$ cat src/rtl/vram_arbiter.sv
// vram_arbiter: shares one single-port pixel memory between display scan-out and the GPU.
// Optional GPU starvation guard: define VRAM_ARB_STARVE_EN.
module vram_arbiter #(
    parameter int ADDR_W     = 8,
    parameter int DATA_W     = 3,
    parameter int RD_LAT     = 1,
    parameter int MAX_STARVE = 4
) (
    input  logic              sysclk,
    input  logic              rst,
    input  logic              disp_req,
    input  logic [ADDR_W-1:0] disp_addr,
    output logic              disp_gnt,
    output logic              disp_rvalid,
    output logic [DATA_W-1:0] disp_rdata,
    input  logic              gpu_req,
    input  logic              gpu_we,
    input  logic [ADDR_W-1:0] gpu_addr,
    input  logic [DATA_W-1:0] gpu_wdata,
    output logic              gpu_gnt,
    output logic              gpu_rvalid,
    output logic [DATA_W-1:0] gpu_rdata,
    output logic              mem_en,
    output logic              mem_we,
    output logic [ADDR_W-1:0] mem_addr,
    output logic [DATA_W-1:0] mem_wdata,
    input  logic [DATA_W-1:0] mem_rdata,
    output logic [1:0]        o_dbg_state
);
    localparam logic [1:0] ST_IDLE  = 2'd0;
    localparam logic [1:0] ST_DISP  = 2'd1;
    localparam logic [1:0] ST_GPU   = 2'd2;
    localparam logic       OWN_DISP = 1'b0;
    localparam logic       OWN_GPU  = 1'b1;

    logic              w_disp_gnt;
    logic              w_gpu_gnt;
    logic              w_force;
    logic              w_ret_v;
    logic              w_ret_o;
    logic [1:0]        r_state;
    logic              r_mem_en;
    logic              r_mem_we;
    logic              r_mem_owner;
    logic [ADDR_W-1:0] r_mem_addr;
    logic [DATA_W-1:0] r_mem_wdata;
    logic [RD_LAT-1:0] r_tag_v;
    logic [RD_LAT-1:0] r_tag_o;
    logic              r_disp_rvalid;
    logic              r_gpu_rvalid;
    logic [DATA_W-1:0] r_disp_rdata;
    logic [DATA_W-1:0] r_gpu_rdata;

`ifdef VRAM_ARB_STARVE_EN
    logic [3:0] r_starve;

    assign w_force = (r_starve == 4'(MAX_STARVE));

    // Counts display wins against a waiting GPU; any GPU grant or withdrawn request restarts it.
    always_ff @(posedge sysclk or negedge rst) begin
        if (!rst) begin
            r_starve <= '0;
        end else if (!gpu_req || w_gpu_gnt) begin
            r_starve <= '0;
        end else if (disp_req && w_disp_gnt) begin
            r_starve <= r_starve + 4'd1;
        end
    end
`else
    // Strict display priority: a legal limit (1..15) never forces the GPU.
    assign w_force = (MAX_STARVE == 0);
`endif

    // Grants are held low while reset is asserted so every output reads 0.
    assign w_disp_gnt = rst && disp_req && !(gpu_req && w_force);
    assign w_gpu_gnt  = rst && gpu_req && (!disp_req || w_force);

    always_ff @(posedge sysclk or negedge rst) begin
        if (!rst) begin
            r_state     <= ST_IDLE;
            r_mem_en    <= 1'b0;
            r_mem_we    <= 1'b0;
            r_mem_owner <= OWN_DISP;
            r_mem_addr  <= '0;
            r_mem_wdata <= '0;
        end else begin
            r_state  <= w_disp_gnt ? ST_DISP : (w_gpu_gnt ? ST_GPU : ST_IDLE);
            r_mem_en <= w_disp_gnt || w_gpu_gnt;
            r_mem_we <= w_gpu_gnt && gpu_we;
            if (w_disp_gnt || w_gpu_gnt) begin
                r_mem_owner <= w_gpu_gnt ? OWN_GPU : OWN_DISP;
                r_mem_addr  <= w_gpu_gnt ? gpu_addr : disp_addr;
            end
            if (w_gpu_gnt) begin
                r_mem_wdata <= gpu_wdata;
            end
        end
    end

    // Tag pipe entered from the command register; its last stage lines up with valid mem_rdata.
    always_ff @(posedge sysclk or negedge rst) begin
        if (!rst) begin
            r_tag_v <= '0;
            r_tag_o <= '0;
        end else begin
            r_tag_v[0] <= r_mem_en && !r_mem_we;
            r_tag_o[0] <= r_mem_owner;
            for (int i = 1; i < RD_LAT; i++) begin
                r_tag_v[i] <= r_tag_v[i-1];
                r_tag_o[i] <= r_tag_o[i-1];
            end
        end
    end

    assign w_ret_v = r_tag_v[RD_LAT-1];
    assign w_ret_o = r_tag_o[RD_LAT-1];

    always_ff @(posedge sysclk or negedge rst) begin
        if (!rst) begin
            r_disp_rvalid <= 1'b0;
            r_gpu_rvalid  <= 1'b0;
            r_disp_rdata  <= '0;
            r_gpu_rdata   <= '0;
        end else begin
            r_disp_rvalid <= w_ret_v && (w_ret_o == OWN_DISP);
            r_gpu_rvalid  <= w_ret_v && (w_ret_o == OWN_GPU);
            if (w_ret_v && (w_ret_o == OWN_DISP)) begin
                r_disp_rdata <= mem_rdata;
            end
            if (w_ret_v && (w_ret_o == OWN_GPU)) begin
                r_gpu_rdata <= mem_rdata;
            end
        end
    end

    assign disp_gnt    = w_disp_gnt;
    assign gpu_gnt     = w_gpu_gnt;
    assign mem_en      = r_mem_en;
    assign mem_we      = r_mem_we;
    assign mem_addr    = r_mem_addr;
    assign mem_wdata   = r_mem_wdata;
    assign disp_rvalid = r_disp_rvalid;
    assign disp_rdata  = r_disp_rdata;
    assign gpu_rvalid  = r_gpu_rvalid;
    assign gpu_rdata   = r_gpu_rdata;
    assign o_dbg_state = r_state;
endmodule

$ cat config.mk
export PLATFORM = sky130hd
export DESIGN_NAME = vram_arbiter
export DESIGN_NICKNAME = d
export VERILOG_FILES = /design/src/rtl/vram_arbiter.sv
export SDC_FILE = /design/constraint.sdc
export NUM_CORES = 1
export LEC_CHECK = 0
export ABC_AREA = 1
export CAP_MARGIN = 20
export CORE_ASPECT_RATIO = 1.4
export CORE_MARGIN = 5
export CORE_UTILIZATION = 35
export CTS_CLUSTER_DIAMETER = 80
export DETAILED_ROUTE_END_ITERATION = 6
export GPL_TIMING_DRIVEN = 0
export PLACE_DENSITY = 0.79
export SLEW_MARGIN = 10
export SYNTH_ARGS = -nofsm -noshare
export SYNTH_HDL_FRONTEND = slang
export SYNTH_SLANG_ARGS = --single-unit
$ cat constraint.sdc
create_clock -name sysclk -period 0.8 [get_ports sysclk]
set_clock_uncertainty 0.05 [all_clocks]
set_input_delay 0.16 -clock sysclk [delete_from_list [all_inputs] [get_ports sysclk]]
set_output_delay 0.16 -clock sysclk [all_outputs]
set_load 0.01 [all_outputs]
==> results.cfg, run 1 <==
[placed_design]
io_buffers = 50
dpl.hpwl_um = 2084
preCtsSetupSlack_ns = -1.677
gp_congestion = 0.7376
placed_cell_area_um2 = 1579
place_inst = 192

[worst_setup_path]
slowest_stage = dfrtp_1
cp.depth = 1
critPathMaxFanout = 2
r2r_slack_ns = -0.08
cp_num_buf_inv = 1
path_class = flip-flop to output port
end_kind = output port
critical_path.top_delay_family = flip-flops
path_cells = buf_2
r2r_cells = 4
critPathArrivalTime_ns = 0.82
start_kind = flip-flop
required_ns = 0.59
cpPeakStageDelay_ns = 0.41

[status]
violations = negative setup slack
status = finished, violations left

[timing]
period_minus_slack_ns = 1.028
slew_headroom_pct = 80.63
worstMarginPinSlew_ns = 0.2896
final_max_slew_viol_count = 0
timing.final.crit_share_pct = 128.5
worst_slack_ns = -0.2283
finalHoldViolations = 0
setup_viol = 38
max_freq_mhz = 972.4
rsz0062_at_grt = true

[die]
die_area_um2 = 4099
fp.coreArea_um2 = 2820
die_h_um = 73.79
rows = 23
die_x_um = 55.56
start_util_pct = 36.07
ioPinCount = 52

[run]
drv_cap = 0

[logic_synthesis]
yosys-top-cells-area = dfrtp_1, nand2_1, nand3_1, nand4_1, inv_1
syn_inst = 104
yosysTopAreaCell = dfrtp_1
muxShareOfSynthArea_pct = 0
synth_fa_ha_area_share_pct = 0
synthDistinctLibCells = 12
syn_nets = 131
synth_top_family_by_area = simple AND/OR/NAND/NOR gates
yosys_warnings = 0
synth_top_area_share_pct = 63.96
avgSynthCellArea_um2 = 9.781
synth_compound_area_share_pct = 2.952
seq_area_frac_synth_pct = 63.96
syn_area_um2 = 1017
synthXorXnorAreaFrac_pct = 0
synthSimpleGateAreaFrac_pct = 26.08
synth-seq-cells = 26

[worst_hold_path]
whs_path_depth = 3
hold_class = input port to flip-flop

[grt]
antenna_found_initial = 0
grt_max_degree = 15
grt_pass1_vias = 1132
grt_overflow = 0
grt_use_total_pct = 15.87
grt_pass1_wl_um = 5037

[finish]
nFillCells = 226
final_cells = 221
layout.core_utilization_pct = 68.10
syn_to_final_growth_pct = 88.81
antenna_cells = 0
stdcell_area_um2 = 1921
layout-drive-gt1-share_pct = 48.91
nets = 212

[routing]
routed_wl_um = 3423
antenna_left = 0
via_per_inst = 4.828
vias = 1067
drt_iter0_drc = 21
drc = 0
wire_per_inst_um = 15.49
drt_first_pass_iters = 4

[pwr]
leakage_nw = 1.005
ir_drop_uv = 1061
p_per_area_nw_per_um2 = 1852

[clocking]
clockBufferDepth = 2
ctsHtreeMaxLevel = 1
cts_tree = yes
clock-sinks = 26
cts_buffers = 3
cts_root_buf = clkbuf_8
cts.clk_slew.worst_paths_ns = 0.08
clk_latency_ns = 0.26
[registers in the layout, indices dropped and copies added, names as in the netlist]
name	cells
disp_rdata	3
gpu_rdata	3
r_tag_v	1
r_mem_owner	1
mem_en	1
disp_rvalid	1
mem_addr	8
o_dbg_state	2
gpu_rvalid	1
mem_wdata	3
mem_we	1
r_tag_o	1
[cells in the mapped netlist (all sizes together)]
master,number
dfrtp,26
nor2,2
inv,12
nand4,8
o21ai,6
nand3,17
buf,3
nand2,30
[cell usage in the layout, fill, tap and decap left out, types with 3 or more instances in the layout]
master	count
nand3_1	4
nand2_4	3
inv_2	4
inv_1	6
nand3_4	3
dfrtp_1	25
buf_2	19
o21ai_1	4
clkdlybuf4s50_1	23
buf_4	15
dlygate4sd3_1	3
nand2_1	20
buf_6	17
clkbuf_8	4
nand3_2	10
nand4_1	8
nand2_2	7
[per-stage QoR]
stage / hold WS [ns] / power [mW] / TNS [ns]
5_1_grt: 0.2152 / 3.760 / -6.411
6_report: 0.1916 / 3.556 / -5.128
3_3_place_gp: 0.3119 / 2.453 / -53.61
4_1_cts: 0.1869 / 3.379 / -5.215
2_1_floorplan: -0.1856 / 1.910 / 0
3_5_place_dp: 0.3201 / 2.498 / -35.48
[worst paths after layout]
| check | from | end |
|---|---|---|
| min | gpu_req | mem_addr[4] |
| max reg2reg | r_tag_o | disp_rdata[2] |
| min reg2reg | r_mem_owner | r_tag_o |
| max in group asynchronous | rst | mem_addr[0] |
| max | mem_addr[6] | mem_addr[6] |
| min in group asynchronous | rst | mem_en |
[kinds of logic (layout without fill, tap and decap cells)]
logic type	count (synthesis)	after routing
buffers and inverters	15	95
AND/OR/NAND/NOR	57	57
flip-flops	26	26
AO/OA/AOI/OAI	6	6
[repair_timing]
item,4_1_cts,5_1_grt
hold buffers,3,0
setup buffers,17,11
endpoints found under the setup margin,64,42
hold endpoints to repair,26,0
gates resized for setup,141,33
pin swaps,8,13
[where the power goes]
| group | switching (mW) | total (mW) | internal (mW) |
|---|---|---|---|
| combinational | 0.500 | 1.11 | 0.613 |
| clock | 0.376 | 0.815 | 0.439 |
| sequential | 0.127 | 1.63 | 1.50 |
[layout make-up]
cell class / instances / area (µm²) / share of cell area [%]
well taps: 37 / 46.29 / 2.410
flip-flops and latches: 26 / 651.9 / 33.94
multi-input cells: 63 / 422.9 / 22.02
clock buffers: 4 / 55.05 / 2.866
repair buffers: 76 / 660.6 / 34.40
inverters: 12 / 50.05 / 2.606
plain buffers: 3 / 33.78 / 1.759
[layer usage]
metal	global-route usage, %	part of all wire (%)	up-vias
met5	0	0	-
met3	4.394	5.8	8
met2	30.26	57	46
met4	7.838	2.7	0
met1	15.63	35	513
li1	-	-	500
(Power assumes the default switching activity.)
==> inputs of run 2 (changes only) <==
TNS_END_PERCENT = 20   (was not set)
==> run 2 against run 1 <==
  * The run still ends with negative setup slack left
  * Fmax increased by 0.59%
  * First-iteration DRC count is 48% lower
  * Setup slack improved by 0.0061 ns
  * Critical path type unchanged
==> results.cfg, run 2 (synthesis gave the netlist of run 1 again) <==
[placed_design]
gp_congestion = 0.7376
dpl.hpwl_um = 2084
place_inst = 192
io_buffers = 50
preCtsSetupSlack_ns = -1.677

[die]
ioPinCount = 52
die_h_um = 73.79
rows = 23
die_x_um = 55.56
start_util_pct = 36.07
fp.coreArea_um2 = 2820
die_area_um2 = 4099

[timing]
worstMarginPinSlew_ns = 0.2110
setup_viol = 38
max_freq_mhz = 978.2
timing.final.crit_share_pct = 127.8
holdWs_ns = 0.1854
final_max_slew_viol_count = 0
slew_headroom_pct = 85.88
rsz0062_at_grt = true
period_minus_slack_ns = 1.022
finalHoldViolations = 0
worst_slack_ns = -0.2223

[finish]
largest_register_ffs = 8
syn_to_final_growth_pct = 78.60
multi_input_area_um2 = 350.3
layout_commonest_cell = dfrtp_1
layout_common_cells = dfrtp_1, nand2_1, clkdlybuf4s50_1
nets = 209
ff_latch_area_um2 = 650.6
layout-drive-gt1-share_pct = 39.23
nFillCells = 244
antenna_cells = 0
final_cells = 218

[worst_setup_path]
path_class = flip-flop to output port
r2r_cells = 4
worstSetupStartpoint = mem_addr[4]
required_ns = 0.59
start_kind = flip-flop
timing.rr.start = mem_addr[0]
path_cells = buf_2
critPathMaxFanout = 2
end_kind = output port
r2r_end = mem_addr[0]
cpPeakStageDelay_ns = 0.40
critical_path.top_delay_family = flip-flops
slowest_stage = dfrtp_1
r2r_slack_ns = -0.16
cp_num_buf_inv = 1
critPathArrivalTime_ns = 0.81

[clocking]
clk_latency_ns = 0.27
clockBufferDepth = 2
cts_tree = yes
cts.clk_slew.worst_paths_ns = 0.09
clock-sinks = 26
cts_buffers = 3
ctsHtreeMaxLevel = 1
cts_root_buf = clkbuf_8

[grt]
grt_max_degree = 15
antenna_found_initial = 0
grt_use_total_pct = 15.87
grt_pass1_wl_um = 5043
grt_overflow = 0
grt_pass1_vias = 1107

[routing]
drt_iter0_drc = 11
vias = 1032
drc = 0
via_per_inst = 4.734
drt_first_pass_iters = 4
routed_wl_um = 3132
wire_per_inst_um = 14.37
antenna_left = 0

[worst_hold_path]
hold_end = mem_addr[7]
hold_start = gpu_req
hold_class = input port to flip-flop
whs_path_depth = 3

[pwr]
leakage_nw = 0.9618
p_per_area_nw_per_um2 = 1870
power_mw = 3.398
ir_drop_uv = 1035

[status]
status = finished, violations left
violations = negative setup slack

[run]
drv_cap = 0
## run 2: cell count changes in the layout (fill, tap and decap cells not counted), moves of 2 or more
cell     change
o21ai_1      -2
nand3_2      -4
buf_6        -4
inv_2        -2
nand3_4      -2
nand2_4      -2
o21ai_0      +4
nand2_2      -2
inv_1        +3
nand2_1      +4
nand3_1      +6
o21ai_2      -2
## run 2: cell type report
cell class,count,area share [%]
Multi-Input combinational cell,63,19.28
Clock buffer,4,3.030
Sequential cell,26,35.81
Tap cell,37,2.548
Timing Repair Buffer,73,34.85
Buffer,3,1.860
Inverter,12,2.617
## run 2: through the flow
stage               cell area, µm²  utilization (%)  TNS, ns
global route                  1817            64.42   -6.854
global placement              1564            55.46   -53.61
floorplan                     1017                -        0
finish                        1817            64.42   -5.430
CTS                           1755            62.24   -5.142
detailed placement            1579            55.99   -35.48
## run 2: worst max-delay path by stage
stage | end | slack (ns) | depth (start not counted)
2_1_floorplan | disp_rdata[0] | 0.003 | 4
3_3_place_gp | disp_gnt | -1.96 | 5
3_5_place_dp | disp_gnt | -1.68 | 6
4_1_cts | mem_addr[3] | -0.22 | 1
5_1_grt | mem_addr[4] | -0.25 | 1
6_report | mem_addr[4] | -0.22 | 1
## run 2: report_power, final
group	total [mW]	switching, mW	internal [mW]
clock	0.827	0.387	0.439
combinational	0.962	0.433	0.529
sequential	1.61	0.110	1.50
total	3.40	0.930	2.47
## run 2: routing by layer
layer	up-vias	global-route usage, %	wire, µm
met5	-	0	0
met4	0	5.676	59
met3	7	4.042	172
met2	43	30.66	1806
met1	488	16.41	1093
li1	494	-	-
## run 2: repair_timing
action                                  in CTS  in global routing
endpoints found under the setup margin      64                 42
pin swaps                                    4                  4
setup buffers                               15                  4
resized for setup                          136                  8
hold buffers                                 3                  0
gates cloned                                 0                  0
endpoints found under the hold margin       26                  0
==> inputs of run 3 (changes only) <==
SETUP_SLACK_MARGIN = 0.2   (was not set)
==> run 3 against run 2 <==
  * First-iteration DRC count is 36% higher
  * Die area stayed put
  * Routed wire length is 7.1% higher
  * Sequential share of layout area is 2.2 points lower
  * Highest routed layer unchanged
  * Setup slack worse by 0.0034 ns
  * Total power is 4.0% higher
  * Critical path depth stayed put
  * Non-clock buffer count is 4 higher
  * The run still ends with negative setup slack left
==> results.cfg, run 3 (synthesis gave the netlist of run 1 again) <==
[status]
status = finished, violations left
violations = negative setup slack

[placed_design]
dpl.hpwl_um = 2061
placed_cell_area_um2 = 1615
gp_congestion = 0.7500
io_buffers = 50

[clocking]
clk_latency_ns = 0.27
cts_root_buf = clkbuf_8
cts_buffers = 3
clockBufferDepth = 2
clock-sinks = 26
cts.clk_slew.worst_paths_ns = 0.08
ctsHtreeMaxLevel = 1
cts_tree = yes

[worst_setup_path]
cp_num_buf_inv = 1
path_class = flip-flop to output port
critPathMaxFanout = 2
cpPeakStageDelay_ns = 0.40
slowest_stage = dfrtp_1
cp.depth = 1
critical_path.top_delay_family = flip-flops
worstSetupStartpoint = mem_en
critPathArrivalTime_ns = 0.82
start_kind = flip-flop
r2r_end = disp_rdata[1]
required_ns = 0.59
path_cells = buf_2
r2r_slack_ns = -0.09
r2r_cells = 4
end_kind = output port
crit_end = mem_en
timing.rr.start = r_tag_o

[routing]
wire_per_inst_um = 15.10
routed_wl_um = 3353
drc = 0
via_per_inst = 4.770
vias = 1059
drt_first_pass_iters = 4
drt_iter0_drc = 15
antenna_left = 0

[run]
drv_cap = 0

[die]
fp.coreArea_um2 = 2820
die_x_um = 55.56
ioPinCount = 52
die_area_um2 = 4099
die_h_um = 73.79
start_util_pct = 36.07
rows = 23

[pwr]
ir_drop_uv = 1071
power_frac_comb_pct = 31.0
leakage_nw = 1.016
p_sw_mw = 0.9830
p_per_area_nw_per_um2 = 1827
switching_share_pct = 27.81
p_clk_share_pct = 23.7
pwr-share-seq_pct = 45.3
internal_power_mw = 2.552

[finish]
syn_to_final_growth_pct = 90.16
layout-drive-gt1-share_pct = 47.03
nets = 213
layout_common_cells = dfrtp_1, clkdlybuf4s50_1, nand2_1, buf_2
largest_register_ffs = 8
stdcell_area_um2 = 1934
antenna_cells = 0
layout_commonest_cell = dfrtp_1

[grt]
antenna_found_initial = 0
top_usage_layer = met2
grt_use_total_pct = 17.26
grt_overflow = 0
grt_pass1_wl_um = 5575
use_met2_pct = 29.21
grt_pass1_vias = 1120
grt_max_degree = 15
use_met1_pct = 21.00
grt_use_met3_pct = 4.218

[timing]
setup_viol = 34
rsz0062_at_grt = true
finalHoldViolations = 0
max_freq_mhz = 974.9
holdWs_ns = 0.1495
worst_slack_ns = -0.2257
worstMarginPinSlew_ns = 0.1606
slew_headroom_pct = 89.18
period_minus_slack_ns = 1.026
timing.final.crit_share_pct = 128.2
final_max_slew_viol_count = 0

[worst_hold_path]
hold_class = input port to flip-flop
-- run 3: changes by cell type in the layout (fill, tap and decap cells not counted), sizes merged --
cell         delta
buf             +5
dlygate4sd3     -1
-- run 3: worst min-delay path by stage --
| stage | from | end | depth (start not counted) |
|---|---|---|---|
| floorplan | rst | disp_rdata[0] | 0 |
| global placement | r_mem_owner | r_tag_o | 0 |
| detailed placement | r_mem_owner | r_tag_o | 0 |
| CTS | gpu_req | mem_addr[5] | 3 |
| global route | gpu_req | mem_addr[5] | 3 |
| finish | gpu_req | mem_addr[5] | 3 |
-- run 3: final cells by class --
cell class              count  area, µm²
fillers                   224      885.9
repair buffers             77      681.9
flip-flops and latches     26      650.6
multi-input cells          63      406.6
clock buffers               4      55.05
inverters                  12      52.55
well taps                  37      46.29
plain buffers               3      41.29
-- run 3: timing repair --
item	in CTS	in global routing
buffers inserted	19	3
endpoints found under the hold margin	26	0
hold buffers	2	0
setup endpoints to repair	76	63
gates resized for setup	147	11
gates cloned	2	0
pin swaps	13	7
-- run 3: stage by stage --
stage / instances / utilization, % / TNS [ns] / setup slack [ns] / power, mW
after floorplan: 104 / - / 0 / 0.03801 / 1.927
after CTS: 219 / 66.33 / -5.211 / -0.2268 / 3.466
final: 222 / 68.59 / -5.277 / -0.2257 / 3.535
after detailed placement: 192 / 57.28 / -35.62 / -1.635 / 2.526
after global routing: 222 / 68.59 / -6.637 / -0.2667 / 3.734
after global placement: 191 / 56.30 / -54.76 / -1.926 / 2.473
-- run 3: power by group through the flow --
stage / sequential (mW) / combinational [mW] / clock [mW]
after global routing: 1.62 / 1.20 / 0.913
after floorplan: 1.70 / 0.229 / 0
after detailed placement: 1.62 / 0.902 / 0
final: 1.60 / 1.10 / 0.838
after CTS: 1.59 / 1.01 / 0.863
after global placement: 1.61 / 0.858 / 0
-- run 3: routing by layer --
layer  share of wire, %  vias to the layer above
met4                3.3                        0
met5                  0                        -
met3                7.8                       10
met2                 52                       59
met1                 37                      484
li1                   -                      506
